==> src/rtl/alu_issue_pkg.sv <==
// rtl/alu_issue_pkg.sv - shared widths, opcode/state enums and index type for the ALU issue controller
package alu_issue_pkg;

  localparam int DATA_W   = 4;
  localparam int OP_W     = 2;
  localparam int NUM_REGS = 4;
  localparam int IDX_W    = 2;

  typedef logic [DATA_W-1:0] data_t;
  typedef logic [IDX_W-1:0]  reg_idx_t;

  typedef enum logic [OP_W-1:0] {
    OP_AND = 2'b00,
    OP_OR  = 2'b01,
    OP_ADD = 2'b10,
    OP_SUB = 2'b11
  } op_e;

  typedef enum logic [1:0] {
    S_IDLE = 2'b00,
    S_READ = 2'b01,
    S_EXEC = 2'b10,
    S_WB   = 2'b11
  } state_e;

  // Only ADD/SUB produce a meaningful carry; logic ops report carry as 0.
  function automatic logic op_is_arith(input op_e op);
    return (op == OP_ADD) || (op == OP_SUB);
  endfunction

endpackage

==> src/rtl/alu_issue_rf.sv <==
// rtl/alu_issue_rf.sv - 4x4-bit register file, two combinational read ports, one synchronous write port
module alu_issue_rf
  import alu_issue_pkg::*;
(
  input  logic     clk,
  input  logic     rst_n,
  input  reg_idx_t raddr1,
  input  reg_idx_t raddr2,
  output data_t    rdata1,
  output data_t    rdata2,
  input  logic     we,
  input  reg_idx_t waddr,
  input  data_t    wdata
);

  data_t mem [NUM_REGS];

  always_ff @(posedge clk or negedge rst_n) begin
    if (!rst_n) begin
      for (int i = 0; i < NUM_REGS; i++) mem[i] <= '0;
    end else if (we) begin
      mem[waddr] <= wdata;
    end
  end

  assign rdata1 = mem[raddr1];
  assign rdata2 = mem[raddr2];

endmodule

==> src/rtl/alu_issue_ctrl.sv <==
// rtl/alu_issue_ctrl.sv - serialising issue controller feeding an external 4-bit ALU
// Optional status flags (flag_c/flag_z) are built only when ALU_ISSUE_FLAGS_EN is defined.
module alu_issue_ctrl
  import alu_issue_pkg::*;
(
  input  logic       clk,
  input  logic       rst_n,
  input  logic       cmd_valid,
  output logic       cmd_ready,
  input  logic [1:0] cmd_op,
  input  logic       cmd_ld,
  input  logic [1:0] cmd_rd,
  input  logic [1:0] cmd_rs1,
  input  logic [1:0] cmd_rs2,
  input  logic [3:0] cmd_imm,
  output logic [3:0] alu_a,
  output logic [3:0] alu_b,
  output logic [1:0] alu_op,
  input  logic [3:0] alu_res,
  input  logic       alu_carry,
`ifdef ALU_ISSUE_FLAGS_EN
  output logic       flag_c,
  output logic       flag_z,
`endif
  output logic       wb_valid,
  output logic [1:0] wb_rd,
  output logic [3:0] wb_data
);

  state_e   state_q, state_d;
  op_e      op_q, alu_op_q;
  reg_idx_t rd_q, rs1_q, rs2_q;
  reg_idx_t wb_rd_q;
  data_t    wb_data_q, alu_a_q, alu_b_q;
  data_t    rf_rdata1, rf_rdata2;
  logic     accept;

  assign accept = (state_q == S_IDLE) && cmd_valid;

  always_ff @(posedge clk or negedge rst_n) begin
    if (!rst_n) state_q <= S_IDLE;
    else        state_q <= state_d;
  end

  always_comb begin
    state_d   = state_q;
    cmd_ready = 1'b0;
    wb_valid  = 1'b0;
    case (state_q)
      S_IDLE: begin
        cmd_ready = 1'b1;
        if (cmd_valid) state_d = cmd_ld ? S_WB : S_READ;
      end
      S_READ: state_d = S_EXEC;
      S_EXEC: state_d = S_WB;
      S_WB: begin
        wb_valid = 1'b1;
        state_d  = S_IDLE;
      end
      default: state_d = S_IDLE;
    endcase
  end

  // wb_rd/wb_data are loaded only on entry to WB so they hold between write-backs.
  always_ff @(posedge clk or negedge rst_n) begin
    if (!rst_n) begin
      op_q      <= OP_AND;
      rd_q      <= '0;
      rs1_q     <= '0;
      rs2_q     <= '0;
      alu_a_q   <= '0;
      alu_b_q   <= '0;
      alu_op_q  <= OP_AND;
      wb_rd_q   <= '0;
      wb_data_q <= '0;
    end else begin
      case (state_q)
        S_IDLE: begin
          if (accept) begin
            op_q  <= op_e'(cmd_op);
            rd_q  <= cmd_rd;
            rs1_q <= cmd_rs1;
            rs2_q <= cmd_rs2;
            if (cmd_ld) begin
              wb_rd_q   <= cmd_rd;
              wb_data_q <= cmd_imm;
            end
          end
        end
        S_READ: begin
          alu_a_q  <= rf_rdata1;
          alu_b_q  <= rf_rdata2;
          alu_op_q <= op_q;
        end
        S_EXEC: begin
          wb_rd_q   <= rd_q;
          wb_data_q <= alu_res;
        end
        default: ;
      endcase
    end
  end

`ifdef ALU_ISSUE_FLAGS_EN
  logic carry_q;

  always_ff @(posedge clk or negedge rst_n) begin
    if (!rst_n) begin
      carry_q <= 1'b0;
      flag_c  <= 1'b0;
      flag_z  <= 1'b0;
    end else begin
      if (accept && cmd_ld)      carry_q <= 1'b0;
      else if (state_q == S_EXEC) carry_q <= op_is_arith(alu_op_q) ? alu_carry : 1'b0;
      if (state_q == S_WB) begin
        flag_c <= carry_q;
        flag_z <= (wb_data_q == '0);
      end
    end
  end
`else
  logic unused_alu_carry;
  assign unused_alu_carry = alu_carry;
`endif

  alu_issue_rf u_rf (
    .clk    (clk),
    .rst_n  (rst_n),
    .raddr1 (rs1_q),
    .raddr2 (rs2_q),
    .rdata1 (rf_rdata1),
    .rdata2 (rf_rdata2),
    .we     (state_q == S_WB),
    .waddr  (wb_rd_q),
    .wdata  (wb_data_q)
  );

  assign alu_a   = alu_a_q;
  assign alu_b   = alu_b_q;
  assign alu_op  = alu_op_q;
  assign wb_rd   = wb_rd_q;
  assign wb_data = wb_data_q;

endmodule
==> config.mk <==
export PLATFORM = sky130hd
export DESIGN_NAME = alu_issue_ctrl
export DESIGN_NICKNAME = d
export VERILOG_FILES = /design/src/rtl/alu_issue_pkg.sv /design/src/rtl/alu_issue_rf.sv /design/src/rtl/alu_issue_ctrl.sv
export SDC_FILE = /design/constraint.sdc
export NUM_CORES = 1
export LEC_CHECK = 0
export ABC_AREA = 1
export CAP_MARGIN = 20
export CORE_MARGIN = 8
export CORE_UTILIZATION = 50
export CTS_CLUSTER_SIZE = 25
export DETAILED_ROUTE_END_ITERATION = 10
export GPL_TIMING_DRIVEN = 0
export PLACE_DENSITY_LB_ADDON = 0.15
export SLEW_MARGIN = 15
export SYNTH_ARGS = -nofsm -noshare
export SYNTH_HDL_FRONTEND = slang
export SYNTH_SLANG_ARGS = --single-unit
==> constraint.sdc <==
create_clock -name clk -period 1.72 [get_ports clk]
set_clock_uncertainty 0.05 [all_clocks]
set_input_delay 0.344 -clock clk [delete_from_list [all_inputs] [get_ports clk]]
set_output_delay 0.344 -clock clk [all_outputs]
set_load 0.05 [all_outputs]
## Yosys cells after proc, flatten, opt, wreduce, memory -nomap -nowiden

Index checks and enable logic that the tools add are counted.

- Register bits: 42
- Word-level logic and storage cells: 53

- Order comparisons: 4
- Equality and inequality tests: 6
- Muxes and demuxes: 20
- Bitwise operators: 3
- Reductions and logical operators: 6

Operator list:

| cell | count |
|---|---|
| 4-bit two-way mux | 7 |
| 4-bit binary-select mux with 2-bit select | 2 |
| 16-bit bitwise mux | 1 |
| 3-bit greater-or-equal comparator, second input constant | 3 |
| 2-bit inverter with 3-bit output | 3 |
| 4-bit demux with 2-bit select | 1 |
| 2-bit two-way mux | 4 |
| 2-bit case mux with 4 select lines | 1 |
| 4-bit case mux with 2 select lines | 1 |
| 2-bit inequality test, second input constant | 3 |
| 2-bit == test, second input constant | 2 |
| 2-bit case mux with 2 select lines | 1 |
| 3-bit by 1-bit less-than comparator with 1-bit output, second input constant | 1 |
| 3-bit AND reduction | 1 |
| 2-bit by 1-bit == test with 1-bit output, second input constant | 1 |
| 1-bit logical AND | 2 |
| 2-bit logical NOT | 1 |
| 1-bit two-way mux | 2 |
| 2-bit AND reduction | 1 |
| 2-bit nonzero test | 1 |

## Depth between registers and ports, before layout

- Word-level depth: 6
- Gate-level depth with buffers: 8
- Gate-level depth less buffers: 7

## By module

From an unflattened synthesis, not the netlist that was laid out.

- Cell total of the unflattened synthesis: 295
- Area total of the unflattened synthesis: 2205.9 sq um

By module, submodules not included:

| module | times used | cells an instance | area each (sq um) | sequential area each (sq um) |
|---|---|---|---|---|
| alu_issue_ctrl | 1 | 145 | 1202.4 | 650.6 |
| alu_issue_rf | 1 | 150 | 1003.5 | 400.4 |

## Worst setup path before layout

No wires, ideal clock.

- Path type: reg2reg
- Start point: register state_q[0]
- End point: register wb_data_q[3], in the netlist wb_data[3]
- Setup time: 0.128 ns
- Arrival: 1.539 ns
- Slack: 0.003 ns
- Cell stages (with the launch flop): 7
- Period minus slack after synthesis: 1.717 ns
- Path through: dfrtp_1 inv_1 ha_1 nand2_1 o21ai_2 buf_6 o21ai_0

- Word-level cells in the longest chain between the ends: 4
- Elaborated cells between the ends (all ways): 8
- Classes of those cells: eq/ne (3); mux (1); reduce/logical (4)

Ends and longest elaborated chain:

| what | line | text |
|---|---|---|
| start, declared | alu_issue_ctrl.sv:30 | `state_e state_q, state_d;` |
| start signal, assigned | alu_issue_ctrl.sv:42 | `else state_q <= state_d;` |
| 2-bit logical NOT | alu_issue_ctrl.sv:38, alu_issue_ctrl.sv:77 |  |
| 1-bit logical AND | alu_issue_ctrl.sv:38 | `assign accept = (state_q == S_IDLE) && cmd_valid;` |
| 2-bit inequality test (no line) | n/a |  |
| 3-bit AND reduction (no line) | n/a |  |
| end signal, assigned | alu_issue_ctrl.sv:86 | `wb_data_q <= cmd_imm;` |
| end signal, assigned | alu_issue_ctrl.sv:97 | `wb_data_q <= alu_res;` |
| end, declared | alu_issue_ctrl.sv:34 | `data_t wb_data_q, alu_a_q, alu_b_q;` |

Parallel ways exist; a longest one is shown, timed or not.
A chain may end at the register's enable or synchronous reset.

## Worst setup path after layout

- Start point: register state_q[1]
- End point: output port cmd_ready

- Word-level cells in the longest chain between the ends: 2

Ends and longest elaborated chain:

| what | line | text |
|---|---|---|
| 2-bit logical NOT | alu_issue_ctrl.sv:49 | `case (state_q)` |
| 1-bit two-way mux | alu_issue_ctrl.sv:49 |  |
| end, declared | alu_issue_ctrl.sv:9 | `output logic cmd_ready,` |

Every way passes these cells.

==> results.txt <==
----------------------------------------------------
[Power]
  Worst vdd ir ... around 1100 µV
  Final total power ... ~5.1 mW
  Ratio of total power to cell area ... approximately 2000 nW/µm²
  Reported leakage power ... ~1.4 nW

[Cells and area]
  # diodes ... 0
  Signed area change from the synthesized netlist to the final layout ... 26.38%
  Final standard cell utilization of the core ... 0.6490
  Share of layout cells above drive strength 1 ... 0.08795
  Final-stage net count ... 332
  Final instance count without filler cells ... ~360

[Clock network]
  Setup Buffers After CTS ... 0
  Clk root buf ... clkbuf_8
  CTS tree ... built
  Longest Clk Path Bufs ... 2
  # clock sinks ... 42
  Insertion delay to the later sink of the worst-skew pair ... 0.29 ns
  CTS clock-pin slew for the worst setup and hold paths ... 0.08 ns
  Number of CTS-inserted buffers ... 5
  Htree depth ... 2

[Setup path]
  Slowest CP cell ... dfrtp_1
  Worst setup startpoint ... state_q[1]
  Setup slack of the most critical reg-to-reg path ... roughly 0.23 ns
  Peak fanout along the critical path ... 4
  Origin of the critical flop-to-flop path ... state_q[1]
  Critical Path Start Type ... flop
  Worst path required time ... roughly 1.3 ns
  Endpoint class of the critical path ... primary output
  Largest stage delay, worst path ... 0.42 ns
  Setup crit end ... cmd_ready
  Kind of critical path ... flop to primary output
  Ordered cell list for the critical path ... inv_1 -> ha_1 -> buf_6
  Worst flop-to-flop path endpoint ... wb_data[3]
  Data arrival, critical path ... 1.25 ns
  Worst reg2reg path depth ... 6

[Synth]
  Synthesized instance count ... 260
  Count of unique library cells instantiated by Yosys ... 17
  Area of the mapped netlist ... approximately 2000 µm²
  Synthesized area divided by synthesized cell count ... 7.844 µm²
  Share of the synthesized netlist area taken by xor and xnor gates ... 0
  Synth Area in Adders ... 0.03067
  Combinational family with the most area after synthesis ... simple AND/OR/NAND/NOR gates
  Area share of the largest cell type after synthesis ... 0.5153
  Fraction of the mapped netlist area in simple logic gates ... 0.2515
  Area leader, netlist ... dfrtp_1
  Register area share after synthesis ... 0.5153
  Compound-gate portion of the synthesized area ... 0.1031
  Top cells by area in the synthesized netlist ... dfrtp_1 (52%), nand2_1 (19%), o21ai_0 (6.6%)
  Total number of yosys warnings ... 0
  Syn_nets ... 286
  Synth Register Bits ... between 40 and 50
  Proportion of synthesized area in mux cells ... 0.01104

[Timing]
  Number of slew-limit violations in the final report ... 0
  Total count of hold-check failures in the final report ... 0
  Normalized max-slew margin ... 0.6640
  Tightest hold margin ... roughly 0.42 ns
  Actual transition at the worst max-transition pin ... 0.5060 ns
  Final setup violation count ... 0
  Fmax ... 610.0 MHz
  RSZ-0062 raised after global routing ... no
  Final worst path period share ... 0.9531
  Period minus WS final ... 1.639 ns
  Total negative slack ... 0 ns

[Floorplanning]
  Placement Rows ... 23
  Top Ports ... 39
  Die width ... around 80 µm
  Initial cell density of the core ... 0.5135
  Height of the die ... ~80 µm
  Core Region ... approximately 4000 µm²
  Full die area ... approximately 6400 µm²

[Route]
  Antenna violation net count after detailed routing ... 0
  # DRC ... 0
  First-pass detailed-route iteration total ... 4
  Via count of the routed design ... between 1.5k and 2k
  Initial drt markers ... 76
  Wire length per cell after detailed routing ... ~13 µm
  Detail-routed via count per cell ... 4.905
  Wire length after detailed routing ... approximately 4500 µm

[Place]
  GPL Wtd Cong ... between 0.8 and 0.9
  Dpl hpwl ... between 3000 and 4000 µm
  Number of cells after detailed placement ... approximately 350
  Count of input and output buffers ... 37

[GRT]
  Pin count of the biggest net entering global routing ... 25
  Wire length of the first global-routing pass ... 7893 µm
  Overall fraction of global-route tracks in use ... 0.1574
  Number of global-route vias before repair ... 1787
  Initial antenna violation count ... 0
  Remaining global-route overflow ... 0

[Hold path]
  Hold/Removal Path Class ... flop to flop
  Instance count along the most critical hold path ... 2

[Job]
  Total of max-cap violations ... 0

[Run status]
  Result of the run ... finished, final reports clean

----------------------------------------------------
## power breakdown
part / leakage, nW / switching [mW] / total (mW) / internal [mW]
Clock: 0.0482 / 0.324 / 0.648 / 0.324
Sequential: 0.525 / 0.261 / 1.71 / 1.45
Combinational: 0.810 / 1.89 / 2.77 / 0.884
Total: 1.38 / 2.48 / 5.13 / 2.65
## final cells by class
type | count | area (µm²)
Multi-Input combinational cell | 175 | 810.8
Timing Repair Buffer | 39 | 381.6
Clock inverter | 1 | 5.005
Clock buffer | 7 | 86.33
Sequential cell | 42 | 1051
Fill cell | 370 | 1394
Inverter | 37 | 138.9
Tap cell | 50 | 62.56
Buffer | 6 | 41.29
## sequential cells by signal, indices dropped and copies added (netlist names)
signal and count:
u_rf.mem 16, alu_a 4, alu_b 4, wb_data 4
alu_op 2, op_q 2, rd_q 2, rs1_q 2
rs2_q 2, state_q 2, wb_rd 2
## repair_timing
action                                 CTS  global route
endpoints found under the hold margin   18             0
pin swaps                                0             0
hold buffers                             1             0
resized for setup                       27             3
setup endpoints to repair               18             2
## stage by stage
stage	instance area, µm²	setup slack (ns)
5_1_grt	2577	0.008981
4_1_cts	2569	0.02687
3_5_place_dp	2495	-0.2183
6_report	2577	0.08065
3_3_place_gp	2472	-0.8173
2_1_floorplan	2039	0.003439
## cells by family (layout without fill, tap and decap cells)
family,Yosys count,count (layout)
mux,2,2
buf+inv,43,90
flops,42,42
compound gates,38,38
simple gates,130,130
fa+ha+maj,5,5
## per-layer routing
layer | global-route usage | vias up | routed length (µm) | part of all wire
met4 | 0.06182 | 0 | 101 | 0.022
met5 | 0 | - | 0 | 0
met3 | 0.04730 | 9 | 203 | 0.045
li1 | - | 894 | - | -
met2 | 0.2510 | 40 | 2094 | 0.46
met1 | 0.1947 | 808 | 2128 | 0.47
## placed cells by master (no fill, tap or decap)
cell,instances
mux2_2,2
clkinv_2,1
dfrtp_1,42
nand3_1,20
inv_2,2
buf_16,1
clkbuf_1,1
a21oi_1,4
o21ai_2,5
dlygate4sd3_1,1
clkbuf_4,1
ha_1,4
o21ai_0,27
clkinv_1,1
buf_4,2
dlygate4sd2_1,16
a31oi_1,1
o21ai_1,1
clkdlybuf4s50_1,18
clkbuf_8,6
buf_2,4
inv_1,34
buf_6,2
ha_2,1
nand2_1,105
nor2_1,5
## critical path: cells and delay by family, from the launching register on
kind       cells  cell delay [ns]
fa+ha+maj      1             0.23
buf+inv        2             0.30
flops          1             0.42
## worst min path at each step
stage	from	endpoint
floorplan	rst_n	alu_a[0]
global placement	op_q[0]	alu_op[0]
detailed placement	rst_n	u_rf.mem[4]
CTS	op_q[0]	alu_op[0]
global route	alu_a[0]	alu_a[0]
finish	alu_op[0]	alu_op[0]
## synthesized netlist by cell type
cell type,instances
ha_1,5
mux2_2,2
nor2_1,5
a31oi_1,1
buf_2,3
nand3_1,20
dfrtp_1,42
inv_1,34
o21ai_1,1
inv_2,2
o21ai_0,27
buf_4,2
buf_6,1
nand2_1,105
clkinv_1,1
a21oi_1,4
o21ai_2,5
(Power assumes the default switching activity.)
